--- config.mk ---
export PLATFORM = sky130hd
export DESIGN_NAME = dvp_stream_receiver_flat
export DESIGN_NICKNAME = d
export VERILOG_FILES = /design/src/rtl/dvp_stream_receiver_if.sv /design/src/rtl/dvp_stream_receiver.sv /design/src/flat_wrapper.sv
export SDC_FILE = /design/constraint.sdc
export NUM_CORES = 1
export LEC_CHECK = 0
export CAP_MARGIN = 40
export CELL_PAD_IN_SITES_DETAIL_PLACEMENT = 1
export CELL_PAD_IN_SITES_GLOBAL_PLACEMENT = 1
export CORE_MARGIN = 1
export CORE_UTILIZATION = 34
export CTS_CLUSTER_DIAMETER = 150
export DETAILED_ROUTE_END_ITERATION = 7
export PLACE_DENSITY_LB_ADDON = 0.2
export SKIP_LAST_GASP = 1
export SYNTH_ARGS = -nofsm -noshare
export SYNTH_HDL_FRONTEND = slang
export SYNTH_SLANG_ARGS = --single-unit
--- constraint.sdc ---
create_clock -name pclk -period 1.8 [get_ports pclk]
set_input_delay 0.45 -clock pclk [delete_from_list [all_inputs] [get_ports pclk]]
set_output_delay 0.45 -clock pclk [all_outputs]
set_load 0.02 [all_outputs]
--- src/rtl/dvp_stream_receiver_if.sv ---
// Pixel stream leaving the DVP receiver: AXI-Stream style, no back-pressure.
interface dvp_stream_receiver_if #(
  parameter int unsigned TDATA_W = 16
);
  logic [TDATA_W-1:0] tdata;
  logic               tvalid;
  logic               tlast;
  logic               tuser;

  modport master (output tdata, tvalid, tlast, tuser);
  modport slave  (input  tdata, tvalid, tlast, tuser);
endinterface

--- src/rtl/dvp_stream_receiver.sv ---
// DVP camera capture: packs BYTES_PER_PIXEL bus beats per pixel into a stream with tuser=SOF, tlast=EOL.
// Optional line/frame statistics outputs are enabled by defining DVP_STATS_EN.
module dvp_stream_receiver #(
  parameter int unsigned DATA_W          = 8,
  parameter int unsigned BYTES_PER_PIXEL = 2,
  parameter bit          MSB_FIRST       = 1'b1,
  parameter bit          HREF_POL        = 1'b1,
  parameter bit          VSYNC_POL       = 1'b1,
  parameter int unsigned CNT_W           = 12
) (
  input  logic                  pclk,
  input  logic                  rst,
  input  logic [DATA_W-1:0]     din,
  input  logic                  href,
  input  logic                  vsync,
  dvp_stream_receiver_if.master m_axis,
  output logic                  err_partial,
  output logic                  err_sync,
  output logic [15:0]           frame_cnt
`ifdef DVP_STATS_EN
  ,
  output logic [CNT_W-1:0]      line_width,
  output logic [CNT_W-1:0]      frame_height,
  output logic                  stats_valid
`endif
);

  localparam int unsigned BPP     = BYTES_PER_PIXEL;
  localparam int unsigned TDATA_W = DATA_W * BPP;
  localparam int unsigned IDX_W   = (BPP > 1) ? $clog2(BPP) : 1;

  if (BYTES_PER_PIXEL < 1 || BYTES_PER_PIXEL > 4) begin : g_bad_bpp
    $error("BYTES_PER_PIXEL must be in 1..4");
  end
  if (CNT_W < 1 || CNT_W > 32) begin : g_bad_cnt_w
    $error("CNT_W must be in 1..32");
  end

  typedef enum logic [1:0] {
    WAIT_VSYNC = 2'd0,
    BLANK      = 2'd1,
    ACTIVE     = 2'd2
  } state_t;

  state_t                         state_q, state_d;
  logic [IDX_W-1:0]               byte_idx_q, byte_idx_d;
  logic [BPP-1:0][DATA_W-1:0]     acc_q, acc_d;
  logic [BPP-1:0][DATA_W-1:0]     pend_q, pend_d;
  logic [BPP-1:0][DATA_W-1:0]     word_new;
  logic                           pend_vld_q, pend_vld_d;
  logic                           sof_q, sof_d;
  logic                           seen_q, seen_d;
  logic                           vsync_act_q;

  logic [TDATA_W-1:0]             tdata_d;
  logic                           tvalid_d, tlast_d, tuser_d;
  logic                           err_partial_d, err_sync_d;
  logic [15:0]                    frame_cnt_d;

  logic                           href_act, vsync_act, vsync_edge;
  logic                           capture, word_done, line_end;
  logic [IDX_W-1:0]               slot;

`ifdef DVP_STATS_EN
  localparam logic [CNT_W-1:0] CNT_MAX = '1;

  logic [CNT_W-1:0] pix_cnt_q, pix_cnt_d;
  logic [CNT_W-1:0] line_cnt_q, line_cnt_d;
  logic [CNT_W-1:0] line_width_d, frame_height_d;
  logic             stats_valid_d;
  logic             line_inc;
`endif

  assign href_act   = (href == HREF_POL);
  assign vsync_act  = (vsync == VSYNC_POL);
  assign vsync_edge = vsync_act && !vsync_act_q;

  // A beat is captured from BLANK as well so the first byte of a line is not lost.
  assign capture   = (state_q == BLANK || state_q == ACTIVE) && href_act && !vsync_act;
  assign word_done = capture && (byte_idx_q == IDX_W'(BPP - 1));
  assign line_end  = (state_q == ACTIVE) && (!href_act || vsync_act);
  assign slot      = MSB_FIRST ? (IDX_W'(BPP - 1) - byte_idx_q) : byte_idx_q;

  // Next-state and next-output logic.
  always_comb begin
    state_d       = state_q;
    byte_idx_d    = byte_idx_q;
    acc_d         = acc_q;
    pend_d        = pend_q;
    pend_vld_d    = pend_vld_q;
    sof_d         = sof_q;
    seen_d        = seen_q;
    tdata_d       = '0;
    tvalid_d      = 1'b0;
    tlast_d       = 1'b0;
    tuser_d       = 1'b0;
    err_partial_d = 1'b0;
    err_sync_d    = 1'b0;
    frame_cnt_d   = frame_cnt;
    word_new      = acc_q;
    word_new[slot] = din;

    if (capture) begin
      state_d = ACTIVE;
      if (word_done) begin
        byte_idx_d = '0;
        acc_d      = '0;
        pend_d     = word_new;
        pend_vld_d = 1'b1;
        if (pend_vld_q) begin
          tvalid_d = 1'b1;
          tdata_d  = TDATA_W'(pend_q);
        end
      end else begin
        byte_idx_d = byte_idx_q + IDX_W'(1);
        acc_d      = word_new;
      end
    end

    // End of line, either href falling or vsync aborting the line.
    if (line_end) begin
      state_d    = BLANK;
      byte_idx_d = '0;
      acc_d      = '0;
      pend_vld_d = 1'b0;
      if (pend_vld_q) begin
        tvalid_d = 1'b1;
        tlast_d  = 1'b1;
        tdata_d  = TDATA_W'(pend_q);
      end
      err_partial_d = (byte_idx_q != '0);
      err_sync_d    = href_act && vsync_act;
    end

    if (tvalid_d) begin
      tuser_d = sof_q;
      sof_d   = 1'b0;
    end

    if (vsync_act) begin
      state_d = BLANK;
      sof_d   = 1'b1;
    end

    // A frame only counts if it actually produced output.
    if (vsync_edge) begin
      if (seen_q || tvalid_d) begin
        frame_cnt_d = frame_cnt + 16'd1;
      end
      seen_d = 1'b0;
    end else if (tvalid_d) begin
      seen_d = 1'b1;
    end
  end

`ifdef DVP_STATS_EN
  // Saturating pixel/line counters sampled at line and frame boundaries.
  always_comb begin
    pix_cnt_d      = pix_cnt_q;
    line_cnt_d     = line_cnt_q;
    line_width_d   = line_width;
    frame_height_d = frame_height;
    stats_valid_d  = 1'b0;
    line_inc       = line_end && (pix_cnt_q != '0);

    if (word_done && pix_cnt_q != CNT_MAX) begin
      pix_cnt_d = pix_cnt_q + CNT_W'(1);
    end

    if (line_end) begin
      pix_cnt_d = '0;
      if (line_inc) begin
        line_width_d = pix_cnt_q;
        if (line_cnt_q != CNT_MAX) begin
          line_cnt_d = line_cnt_q + CNT_W'(1);
        end
      end
    end

    if (vsync_edge) begin
      if (seen_q || tvalid_d) begin
        stats_valid_d  = 1'b1;
        frame_height_d = (line_inc && line_cnt_q != CNT_MAX) ? line_cnt_q + CNT_W'(1)
                                                              : line_cnt_q;
      end
      line_cnt_d = '0;
    end
  end

  always_ff @(posedge pclk) begin
    if (rst) begin
      pix_cnt_q    <= '0;
      line_cnt_q   <= '0;
      line_width   <= '0;
      frame_height <= '0;
      stats_valid  <= 1'b0;
    end else begin
      pix_cnt_q    <= pix_cnt_d;
      line_cnt_q   <= line_cnt_d;
      line_width   <= line_width_d;
      frame_height <= frame_height_d;
      stats_valid  <= stats_valid_d;
    end
  end
`endif

  // State and output registers.
  always_ff @(posedge pclk) begin
    if (rst) begin
      state_q       <= WAIT_VSYNC;
      byte_idx_q    <= '0;
      acc_q         <= '0;
      pend_q        <= '0;
      pend_vld_q    <= 1'b0;
      sof_q         <= 1'b0;
      seen_q        <= 1'b0;
      vsync_act_q   <= 1'b0;
      m_axis.tdata  <= '0;
      m_axis.tvalid <= 1'b0;
      m_axis.tlast  <= 1'b0;
      m_axis.tuser  <= 1'b0;
      err_partial   <= 1'b0;
      err_sync      <= 1'b0;
      frame_cnt     <= '0;
    end else begin
      state_q       <= state_d;
      byte_idx_q    <= byte_idx_d;
      acc_q         <= acc_d;
      pend_q        <= pend_d;
      pend_vld_q    <= pend_vld_d;
      sof_q         <= sof_d;
      seen_q        <= seen_d;
      vsync_act_q   <= vsync_act;
      m_axis.tdata  <= tdata_d;
      m_axis.tvalid <= tvalid_d;
      m_axis.tlast  <= tlast_d;
      m_axis.tuser  <= tuser_d;
      err_partial   <= err_partial_d;
      err_sync      <= err_sync_d;
      frame_cnt     <= frame_cnt_d;
    end
  end

endmodule

--- src/flat_wrapper.sv ---
// flat-port wrapper written by rule: the top's interface ports become plain ports
module dvp_stream_receiver_flat 
#(
  parameter int unsigned DATA_W          = 8,
  parameter int unsigned BYTES_PER_PIXEL = 2,
  parameter bit          MSB_FIRST       = 1'b1,
  parameter bit          HREF_POL        = 1'b1,
  parameter bit          VSYNC_POL       = 1'b1,
  parameter int unsigned CNT_W           = 12
)
  (pclk, rst, din, href, vsync, err_partial, err_sync, frame_cnt, m_axis_tdata, m_axis_tvalid, m_axis_tlast, m_axis_tuser);
  dvp_stream_receiver_if #(.TDATA_W(((8) * (2)))) m_axis_i ();
  input  logic pclk;
  input  logic rst;
  input  logic [DATA_W-1:0] din;
  input  logic href;
  input  logic vsync;
  output logic err_partial;
  output logic err_sync;
  output logic [15:0] frame_cnt;
  output wire logic [$bits(m_axis_i.tdata)-1:0] m_axis_tdata;
  output wire logic [$bits(m_axis_i.tvalid)-1:0] m_axis_tvalid;
  output wire logic [$bits(m_axis_i.tlast)-1:0] m_axis_tlast;
  output wire logic [$bits(m_axis_i.tuser)-1:0] m_axis_tuser;
  assign m_axis_tdata = m_axis_i.tdata;
  assign m_axis_tvalid = m_axis_i.tvalid;
  assign m_axis_tlast = m_axis_i.tlast;
  assign m_axis_tuser = m_axis_i.tuser;
  dvp_stream_receiver #(.DATA_W(DATA_W), .BYTES_PER_PIXEL(BYTES_PER_PIXEL), .MSB_FIRST(MSB_FIRST), .HREF_POL(HREF_POL), .VSYNC_POL(VSYNC_POL), .CNT_W(CNT_W)) u_core (.pclk(pclk), .rst(rst), .din(din), .href(href), .vsync(vsync), .m_axis(m_axis_i), .err_partial(err_partial), .err_sync(err_sync), .frame_cnt(frame_cnt));
endmodule
==> results by group, run 1 <==
Critical path
  – Critical-path maximum fanout: 6
  – CP Data Arrival Time: 2070 ps
  – R2R depth: 5
  – Type of origin of the critical path: flip-flop
  – Worst EP required: roughly 2100 ps
  – CP endpoint kind: flip-flop
  – Crit path launch: u_core.state_q[1]
  – R2r endpoint: u_core.frame_cnt[10]
  – Worst reg2reg path startpoint: u_core.state_q[1]
  – R2R setup slack: slightly above 7 ps
  – CP Capture Point: u_core.frame_cnt[10]
  – Crit path kind: flip-flop to flip-flop

Layout
  – Util after Layout: between 50% and 60%
  – Final nets: around 360
  – Antenna Cells: 0
  – Fin area: ~3600 sq um
  – Area Growth Syn to Fin: 44.46%
  – Share of cells above drive strength 1: just over 20%

Placed design
  – Dpl hpwl: 4299 microns
  – Dpl ws: -457.9 ps
  – Post-DP Area: between 3000 and 4000 sq um
  – Port Buffers: 48
  – Gpl congestion: approximately 0.73

Floorplan
  – Initial Util: between 30% and 40%
  – Std-Cell Rows: 30
  – Chip height: ~90 microns
  – Die Wd: roughly 90 microns
  – Die ar.: ~7700 sq um
  – Core box area: roughly 6900 sq um
  – # IOs: between 40 and 50

Detailed routing
  – WL per Instance: roughly 15 microns
  – Via count of the routed design: ~2200
  – Post-detailed-routing wire length: about 6700 microns
  – Vias per inst: ~4.8
  – DRT antenna net count: 0
  – Iteration-0 DRC Markers: 96
  – Residual DRC: 0
  – Drt first pass iters: 4

Synth
  – EDFF count, synth: 0
  – Synth cell types: 41
  – Async S/R FF share, synth: 0%
  – Mapped cell area: ~2500 sq um
  – Top FF cell, synth: dfxtp_1
  – Syn Nets: 285
  – Syn avg cell area: around 9.2 sq um
  – Area leader, netlist: dfxtp_1
  – Share of the synthesized area in the top cell type: 54.78%
  – Synthesized instance count: around 270
  – Synth Warn #: 0
  – Most frequent cells after synthesis: 68 x dfxtp_1, 58 x nand2_1, 38 x a21oi_1
  – Top-count cell post-synth: dfxtp_1
  – Seq/Total Area, Yosys: 54.78%
  – Yosys reg bits: 68
  – Synth top area cells: dfxtp_1 55%, nand2_1 8.8%, a21oi_1 7.7%

Clock network
  – Clock Sinks: slightly below 70
  – Clock root cell: clkbuf_8
  – Worst-path clk slew: 80 ps
  – CTS Buffer Depth: 2
  – TritonCTS clock tree: done
  – CTS buffer count: 9
  – H-tree level count: 3
  – Clk_lat worst skew: roughly 340 ps

Pwr
  – Sw Share: between 20% and 30%
  – Clk network pwr share: about 44%
  – P_int: 2.243 mW
  – Sequential share of power: approximately half
  – Pleak: between 1 and 1.5 nW
  – Max VDD drop: a little over 300 uV
  – Total power: around 3 mW
  – Power density over cell area: 826.2 nW/um^2
  – Net switching power: between 0.7 and 0.8 mW
  – Combinational share of power: 4.3%

Timing
  – Slew @ Worst Pin: between 300 and 400 ps
  – Max Clk Rate: roughly 560 MHz
  – Min Tclk post-route: between 1500 and 2000 ps
  – Final setup viols: 0
  – Skew final: around 6.5 ps
  – Final Hold Fails: 0
  – Unrepaired setup endpoints after global routing: true
  – Final WS setup: about 7 ps
  – Final setup TNS: 0 ps
  – Max-slew violations: 0
  – Part of the cycle the worst path needs: 99.60%
  – Slew headroom: between 70 and 80%

Global routing
  – GR Util All Layers: 18.07%
  – Initial antenna violation count: 0
  – Vias in the first global route: 2185
  – First-pass GRT wire length: 10590 microns
  – Largest net degree at the start of global routing: 20
  – Gr ovfl total: 0

Run
  – Max-cap violations: 0

Outcome
  – Status: finished, final reports clean

Min path
  – Worst hold-check path type: input port to flip-flop
cell type report:
class	instances	area (sq um)
tap	96	120.1
sequential	68	1363
timing repair buffer	82	754.5
multi-input combinational	186	1135
inverter	3	11.26
clock inverter	7	82.58
fill	810	3354
clock buffer	9	123.9
power groups by stage:
stage / registers, mW / clock network (mW) / logic, mW
2_1_floorplan: 1.56 / 0 / 0.0464
3_3_place_gp: 1.56 / 0 / 0.112
3_5_place_dp: 1.56 / 0 / 0.114
4_1_cts: 1.52 / 1.34 / 0.120
5_1_grt: 1.53 / 1.42 / 0.139
6_report: 1.53 / 1.31 / 0.127
critical path, stage by stage, from the launching register on:
cell,delay (ps)
dfxtp_1,390
ha_4,230
and4bb_2,350
a221oi_4,110
or4_4,530
a21oi_2,120
flip-flops by register name (all words and copies together), names as in the netlist:
register and flops:
u_core.m_axis.tlast 1, u_core.sof_q 1, u_core.state_q 2, u_core.m_axis.tvalid 1, u_core.vsync_act_q 1, u_core.frame_cnt 16, u_core.seen_q 1, u_core.m_axis.tuser 1
u_core.err_sync 1, u_core.m_axis.tdata 16, u_core.err_partial 1, u_core.pend_q 16, u_core.acc_q 8, u_core.byte_idx_q 1, u_core.pend_vld_q 1
cells in the final DEF (no fill, tap or decap), types with 2 or more instances in the layout:
cell type and instances:
clkinvlp_4 2, clkdlybuf4s50_1 31, inv_1 2, xnor2_1 3, nor3b_1 2, inv_6 3, and3_1 2, or3_1 5
a221oi_4 2, nand3_1 4, buf_6 4, dfxtp_1 67, o21ai_1 2, or4_1 3, dlygate4sd2_1 13, buf_4 27
nand2_1 57, nor3_1 3, o31ai_2 2, clkbuf_8 9, and2_1 17, a21oi_1 34, o31ai_1 2, o21ai_0 6
and4_1 2, a21oi_2 4, nand4_1 4, nor2_1 9, dlymetal6s2s_1 4
worst min-delay path by stage:
stage	startpoint	end	slack, ps	cells past startpoint
2_1_floorplan	u_core.pend_q[0]	u_core.m_axis.tdata[0]	430	1
3_3_place_gp	u_core.pend_q[15]	u_core.m_axis.tdata[15]	440	1
3_5_place_dp	u_core.pend_q[13]	u_core.m_axis.tdata[13]	440	1
4_1_cts	u_core.pend_q[13]	u_core.pend_q[13]	460	2
5_1_grt	href	u_core.err_sync	470	2
6_report	href	u_core.err_sync	450	2
routing by layer:
| layer | part of all wire (%) | GRT usage [%] | vias up |
|---|---|---|---|
| li1 | - | - | 1088 |
| met1 | 47 | 23.04 | 1050 |
| met3 | 3.0 | 3.602 | 6 |
| met5 | 0 | 0 | - |
| met4 | 0.91 | 6.706 | 0 |
| met2 | 49 | 30.11 | 41 |
cell families after synthesis:
| logic type | Yosys count | synth area share, % |
|---|---|---|
| compound gates | 56 | 13.14 |
| xor+xnor | 4 | 1.410 |
| fa+ha+maj | 2 | 1.007 |
| buf+inv | 18 | 3.525 |
| flops | 68 | 54.78 |
| mux | 1 | 0.4028 |
| simple gates | 122 | 25.73 |
through the flow:
stage	hold WS [ps]	cells
global placement	438.1	429
CTS	458.0	447
detailed placement	444.5	429
finish	445.4	451
global route	472.7	451
floorplan	429.6	271
timing repair:
action / CTS / global route
gates resized for setup: 24 / 19
pin swaps: 8 / 10
setup buffers: 1 / 2
hold buffers: 0 / 0
setup endpoints to repair: 38 / 35
cloned: 1 / 2
hold endpoints to repair: 0 / 0
Note: power is estimated with default switching activity, not from simulation.
==> run 2, diff against run 1 <==
--- a/config.mk
+++ b/config.mk
@@ -8,7 +8,7 @@
 export CAP_MARGIN = 40
 export CELL_PAD_IN_SITES_DETAIL_PLACEMENT = 1
 export CELL_PAD_IN_SITES_GLOBAL_PLACEMENT = 1
-export CORE_MARGIN = 1
+export CORE_MARGIN = 5
 export CORE_UTILIZATION = 34
 export CTS_CLUSTER_DIAMETER = 150
 export DETAILED_ROUTE_END_ITERATION = 7
==> run 2 against run 1 <==
Effect of this change:
- the run now ends with negative setup slack left
- worst setup slack lost 13 ps
- hold slack lost 1.0 ps
- utilization shrank 1.1 points
- non-clock buffer count grew 3
==> results by group, run 2 (synthesis results as in run 1) <==
Layout
  – Fin area: 3630 sq um (was 3590 sq um)
  – Util after Layout: 50.58% (was 51.69%)
  – Area Growth Syn to Fin: 46.07% (was 44.46%)
  – Share of cells above drive strength 1: 21.23% (was 20.56%)
  – Final nets: 367 (was 364)
  – Non-filler cells, final: 457 (was 451)
  – Largest registers: u_core.frame_cnt (16), u_core.m_axis.tdata (16), u_core.pend_q (16) (unchanged)
  – Antenna Cells: 0 (unchanged)
  – Most common cell after layout, fill and taps aside: dfxtp_1 (unchanged)
  – Commonest non-fill, non-tap cells in the layout: 66 x dfxtp_1, 57 x nand2_1, 35 x a21oi_1 (was 67 x dfxtp_1, 57 x nand2_1, 34 x a21oi_1)

Timing
  – Final setup viols: 1 (was 0)
  – Final Hold Fails: 0 (unchanged)
  – Max Clk Rate: 553.8 MHz (was 557.8 MHz)
  – Max-slew violations: 0 (unchanged)
  – Skew final: 15.99 ps (was 6.514 ps)
  – Part of the cycle the worst path needs: 100.3% (was 99.60%)
  – WHS: 444.3 ps (was 445.4 ps)
  – Unrepaired setup endpoints after global routing: true (unchanged)
  – Min Tclk post-route: 1806 ps (was 1793 ps)
  – Final WS setup: -5.610 ps (was 7.132 ps)
  – Slew headroom: 77.72% (was 75.90%)
  – Slew @ Worst Pin: 334.2 ps (was 361.4 ps)

Pwr
  – P_int: 2.237 mW (was 2.243 mW)
  – Power density over cell area: 815.1 nW/um^2 (was 826.2 nW/um^2)
  – Sw Share: 24.39% (was 24.38%)
  – Total power: 2.959 mW (was 2.966 mW)
  – Net switching power: 0.7217 mW (was 0.7232 mW)
  – Clk network pwr share: 44.2% (was 44.3%)
  – Pleak: 1.415 nW (was 1.414 nW)
  – Max VDD drop: 339.1 uV (was 311.8 uV)
  – Combinational share of power: 4.2% (was 4.3%)
  – Sequential share of power: 51.5% (was 51.4%)

Critical path
  – Crit path kind: flip-flop to flip-flop (unchanged)
  – CP endpoint kind: flip-flop (unchanged)
  – R2R depth: 7 (was 5)
  – Critical Path, Cell by Cell: inv_2 -> ha_4 -> and4bb_4 -> buf_12 -> a221oi_4 -> or4_1 -> a21oi_1 (was ha_4 -> and4bb_2 -> a221oi_4 -> or4_4 -> a21oi_2)
  – CP max stage delay: 450 ps (was 530 ps)
  – Worst EP required: 2060 ps (was 2070 ps)
  – Critical-path maximum fanout: 5 (was 6)
  – R2r endpoint: u_core.frame_cnt[14] (was u_core.frame_cnt[10])
  – R2R setup slack: -6 ps (was 7 ps)
  – Type of origin of the critical path: flip-flop (unchanged)
  – CP max-delay cell: or4_1 (was or4_4)
  – Cell family with the largest share of critical-path delay: simple AND/OR/NAND/NOR gates (unchanged)
  – CP bufs+invs: 2 (was 0)
  – Worst reg2reg path startpoint: u_core.state_q[0] (was u_core.state_q[1])
  – CP Data Arrival Time: 2070 ps (about the same)

Placed design
  – Placed Cells: 435 (was 429)
  – Port Buffers: 48 (unchanged)
  – Gpl congestion: 0.7228 (was 0.7341)
  – Post-DP Area: 3291 sq um (was 3239 sq um)
  – Dpl hpwl: 4360 microns (was 4299 microns)

Global routing
  – First-pass GRT wire length: 10480 microns (was 10590 microns)
  – Vias in the first global route: 2185 (unchanged)
  – GR Util All Layers: 14.96% (was 18.07%)
  – Gr ovfl total: 0 (unchanged)
  – Initial antenna violation count: 0 (unchanged)
  – Largest net degree at the start of global routing: 24 (was 20)

Min path
  – Worst hold-check path type: flip-flop to flip-flop (was input port to flip-flop)
  – Hold endpoint: u_core.pend_q[15] (was u_core.err_sync)
  – Worst hold start: u_core.acc_q[15] (was href)
  – Hold depth: 2 (unchanged)

Clock network
  – Clk_lat worst skew: 340 ps (about the same)
  – CTS buffer count: 9 (unchanged)
  – H-tree level count: 3 (unchanged)
  – Clock root cell: clkbuf_8 (unchanged)
  – Hold-fix buffers, CTS: 0 (unchanged)
  – CTS Buffer Depth: 2 (unchanged)
  – Clock Sinks: 68 (unchanged)
  – TritonCTS clock tree: done (unchanged)
  – Worst-path clk slew: 90 ps (was 80 ps)

Detailed routing
  – Vias per inst: 4.757 (was 4.845)
  – WL per Instance: 14.49 microns (was 14.81 microns)
  – Residual DRC: 0 (unchanged)
  – Drt first pass iters: 4 (unchanged)
  – Iteration-0 DRC Markers: 74 (was 96)
  – DRT antenna net count: 0 (unchanged)
  – Via count of the routed design: 2174 (was 2185)
  – Post-detailed-routing wire length: 6624 microns (was 6678 microns)

Floorplan
  – Chip height: 95.49 microns (was 87.49 microns)
  – # IOs: 49 (unchanged)
  – Initial Util: 34.63% (was 35.78%)
  – Die Wd: 95.49 microns (was 87.49 microns)
  – Core box area: 7176 sq um (was 6944 sq um)
  – Std-Cell Rows: 31 (was 30)
  – Die ar.: 9118 sq um (was 7655 sq um)

Outcome
  – Violated checks: negative setup slack
  – Status: finished with violations (was finished, final reports clean)

Run
  – Max-cap violations: 0 (unchanged)
-- run 2: cell type report --
cell class                      count  area, sq um
Clock buffer                        9        123.9
Clock inverter                      7        80.08
Fill cell                         823         3546
Inverter                            3        11.26
Multi-Input combinational cell    186         1121
Sequential cell                    68         1364
Tap cell                           99        123.9
Timing Repair Buffer               85        805.8
-- run 2: how the worst max path moves through the flow --
| stage | startpoint | to | slack (ps) | cells after the start |
|---|---|---|---|---|
| 5_1_grt | u_core.state_q[0] | u_core.frame_cnt[14] | -70 | 7 |
| 3_5_place_dp | vsync | u_core.frame_cnt[2] | -520 | 6 |
| 3_3_place_gp | vsync | u_core.frame_cnt[2] | -430 | 6 |
| 4_1_cts | u_core.state_q[0] | u_core.frame_cnt[2] | -20 | 7 |
| 2_1_floorplan | u_core.state_q[0] | u_core.frame_cnt[14] | 9 | 7 |
| 6_report | u_core.state_q[0] | u_core.frame_cnt[14] | -6 | 7 |
-- run 2: repair_timing --
| item | CTS | global route |
|---|---|---|
| setup buffers | 1 | 4 |
| pin swaps | 6 | 13 |
| cloned | 1 | 0 |
| gates resized for setup | 24 | 16 |
| setup endpoints to repair | 64 | 33 |
| hold endpoints to repair | 0 | 0 |
-- run 2: metrics by stage --
step	setup slack (ps)	TNS, ps
after floorplan	8.995	0
after global placement	-425.0	-14340
after detailed placement	-521.7	-15900
after CTS	-23.16	-23.16
final	-5.610	-5.610
after global routing	-74.94	-276.4
-- run 2: per-layer routing --
| layer | share of wire [%] | vias up | GRT usage (%) | wire length, microns |
|---|---|---|---|---|
| met5 | 0 | - | 0 | 0 |
| met4 | 1.6 | 0 | 6.043 | 108 |
| met3 | 2.1 | 9 | 3.236 | 137 |
| met2 | 49 | 34 | 24.96 | 3251 |
| met1 | 47 | 1037 | 18.71 | 3127 |
| li1 | - | 1094 | - | - |
-- run 2: worst min-delay path: cells and delay by family (launching register included) --
kind / cells / cell delay [ps]
DFF: 1 / 310
and+or+nand+nor: 1 / 50
AOI/OAI and AO/OA: 1 / 50
-- run 2: power by group through the flow --
stage	registers (mW)	clock network, mW	logic [mW]
CTS	1.52	1.33	0.120
finish	1.52	1.31	0.125
global route	1.53	1.41	0.135
floorplan	1.56	0	0.0464
global placement	1.56	0	0.112
detailed placement	1.56	0	0.114
==> run 3, diff against run 2 <==
--- a/config.mk
+++ b/config.mk
@@ -13,6 +13,7 @@
 export CTS_CLUSTER_DIAMETER = 150
 export DETAILED_ROUTE_END_ITERATION = 7
 export PLACE_DENSITY_LB_ADDON = 0.2
+export RECOVER_POWER = 100
 export SKIP_LAST_GASP = 1
 export SYNTH_ARGS = -nofsm -noshare
 export SYNTH_HDL_FRONTEND = slang
==> run 3 against run 2 <==
Effect of this change:
- worst setup slack is essentially flat
- maximum frequency hardly changed
- highest routed layer unchanged
- critical path depth stayed put
- via count hardly changed
- the run still ends with negative setup slack left
- largest cell class unchanged
- combinational power is essentially flat
- global-route usage unchanged
- critical endpoint unchanged
- utilization shrank 0.30 points
- clock skew is essentially flat
- sequential power about the same
==> results by group, run 3 (synthesis results as in run 1) <==
Outcome
  – Status: finished with violations (unchanged)
  – Violated checks: negative setup slack (unchanged)

Detailed routing
  – WL per Instance: 14.49 microns (about the same)
  – Iteration-0 DRC Markers: 74 (unchanged)
  – Residual DRC: 0 (unchanged)
  – Via count of the routed design: 2173 (was 2174)
  – DRT antenna net count: 0 (unchanged)
  – Drt first pass iters: 4 (unchanged)
  – Post-detailed-routing wire length: 6623 microns (was 6624 microns)
  – Vias per inst: 4.755 (was 4.757)

Clock network
  – CTS Buffer Depth: 2 (unchanged)
  – Clock root cell: clkbuf_8 (unchanged)
  – Hold-fix buffers, CTS: 0 (unchanged)
  – TritonCTS clock tree: done (unchanged)
  – CTS buffer count: 9 (unchanged)
  – Clock Sinks: 68 (unchanged)
  – Worst-path clk slew: 90 ps (about the same)
  – H-tree level count: 3 (unchanged)
  – Clk_lat worst skew: 340 ps (about the same)

Floorplan
  – Initial Util: 34.63% (unchanged)
  – # IOs: 49 (unchanged)
  – Chip height: 95.49 microns (unchanged)
  – Die Wd: 95.49 microns (unchanged)
  – Std-Cell Rows: 31 (unchanged)
  – Core box area: 7176 sq um (unchanged)
  – Die ar.: 9118 sq um (unchanged)

Run
  – Max-cap violations: 0 (unchanged)

Critical path
  – Worst EP required: 2060 ps (about the same)
  – CP Data Arrival Time: 2070 ps (about the same)
  – CP max stage delay: 450 ps (about the same)
  – Critical-path maximum fanout: 5 (unchanged)
  – Type of origin of the critical path: flip-flop (unchanged)
  – Cell family with the largest share of critical-path delay: simple AND/OR/NAND/NOR gates (unchanged)
  – Crit path kind: flip-flop to flip-flop (unchanged)
  – CP max-delay cell: or4_1 (unchanged)
  – CP endpoint kind: flip-flop (unchanged)
  – Critical Path, Cell by Cell: inv_2 -> ha_4 -> and4bb_4 -> buf_12 -> a221oi_4 -> or4_1 -> a21oi_1 (unchanged)
  – CP bufs+invs: 2 (unchanged)

Global routing
  – Initial antenna violation count: 0 (unchanged)
  – Vias in the first global route: 2185 (unchanged)
  – Gr ovfl total: 0 (unchanged)
  – GR Util All Layers: 14.96% (unchanged)
  – Largest net degree at the start of global routing: 24 (unchanged)
  – First-pass GRT wire length: 10480 microns (unchanged)

Timing
  – Final Hold Fails: 0 (unchanged)
  – Skew final: 15.72 ps (was 15.99 ps)
  – Unrepaired setup endpoints after global routing: true (unchanged)
  – Final setup TNS: -5.737 ps (was -5.610 ps)
  – Slew @ Worst Pin: 334.2 ps (about the same)
  – Max Clk Rate: 553.8 MHz (about the same)
  – WHS: 444.3 ps (unchanged)
  – Max-slew violations: 0 (unchanged)
  – Min Tclk post-route: 1806 ps (about the same)
  – Final setup viols: 1 (unchanged)
  – Slew headroom: 77.72% (unchanged)
  – Part of the cycle the worst path needs: 100.3% (about the same)
  – Final WS setup: -5.737 ps (was -5.610 ps)

Layout
  – Antenna Cells: 0 (unchanged)
  – Share of cells above drive strength 1: 20.95% (was 21.23%)
  – Largest registers: u_core.frame_cnt (16), u_core.m_axis.tdata (16), u_core.pend_q (16) (unchanged)
  – Most common cell after layout, fill and taps aside: dfxtp_1 (unchanged)
  – Commonest non-fill, non-tap cells in the layout: 66 x dfxtp_1, 57 x nand2_1, 35 x a21oi_1 (unchanged)
  – Area Growth Syn to Fin: 45.22% (was 46.07%)
  – Fill count: 826 (was 823)
  – Final nets: 367 (unchanged)

Pwr
  – Power density over cell area: 818.9 nW/um^2 (was 815.1 nW/um^2)
  – Max VDD drop: 339.7 uV (was 339.1 uV)
  – Pleak: 1.370 nW (was 1.415 nW)

Placed design
  – Port Buffers: 48 (unchanged)
  – Dpl hpwl: 4360 microns (unchanged)
  – Gpl congestion: 0.7228 (unchanged)

Min path
  – Worst hold-check path type: flip-flop to flip-flop (unchanged)
## run 3: cell types whose count changed in the layout (fill, tap and decap cells not counted), sizes merged
cell,previous run,this run
clkbuf,9,13
buf,37,35
dlymetal6s2s,3,1
## run 3: area by class of cell
class                   instances  area (sq um)  share of cell area [%]
repair buffers                 85         784.5                   21.74
clock inverters                 7         80.08                   2.219
flip-flops and latches         68          1364                   37.79
clock buffers                   9         123.9                   3.433
well taps                      99         123.9                   3.433
inverters                       3         11.26                  0.3121
multi-input cells             186          1121                   31.07
## run 3: worst min-delay path: stages, from the launching register on
cell and delay [ps]:
dfxtp_1 310, nand2_1 50, a21oi_1 50
## run 3: layer usage
layer / GRT usage [%] / share of wire (%) / wire length, microns / vias to the layer above
li1: - / - / - / 1093
met1: 18.71 / 47 / 3122 / 1035
met2: 24.96 / 49 / 3246 / 35
met3: 3.236 / 2.1 / 137 / 10
met4: 6.043 / 1.8 / 116 / 0
met5: 0 / 0 / 0 / -
## run 3: repair_timing
item	in CTS	in global routing
cloned	1	0
resized for setup	24	16
pin swaps	6	13
setup buffers	1	4
setup endpoints to repair	64	33
## run 3: power breakdown
| group | leakage, nW | internal [mW] | switching (mW) |
|---|---|---|---|
| Clock | 0.0973 | 0.659 | 0.647 |
| Sequential | 0.550 | 1.52 | 0.00842 |
| Combinational | 0.724 | 0.0602 | 0.0638 |
## run 3: worst paths after layout
path / from / end / slack [ps] / cells after the start
setup / recovery: u_core.state_q[0] / u_core.frame_cnt[14] / -6 / 7
hold / removal: u_core.acc_q[15] / u_core.pend_q[15] / 440 / 2
setup reg to reg: u_core.state_q[0] / u_core.frame_cnt[14] / -6 / 7
hold reg to reg: u_core.acc_q[15] / u_core.pend_q[15] / 440 / 2
## run 3: through the flow
step / instance area (sq um) / power (mW) / setup slack (ps) / utilization, % / instances
after floorplan: 2485 / 1.603 / 8.995 / - / 271
after global placement: 3291 / 1.670 / -425.0 / 45.86 / 435
after detailed placement: 3291 / 1.673 / -521.7 / 45.86 / 435
after CTS: 3537 / 2.970 / -23.16 / 49.29 / 453
after global routing: 3608 / 3.067 / -74.94 / 50.29 / 457
final: 3608 / 2.955 / -5.737 / 50.29 / 457
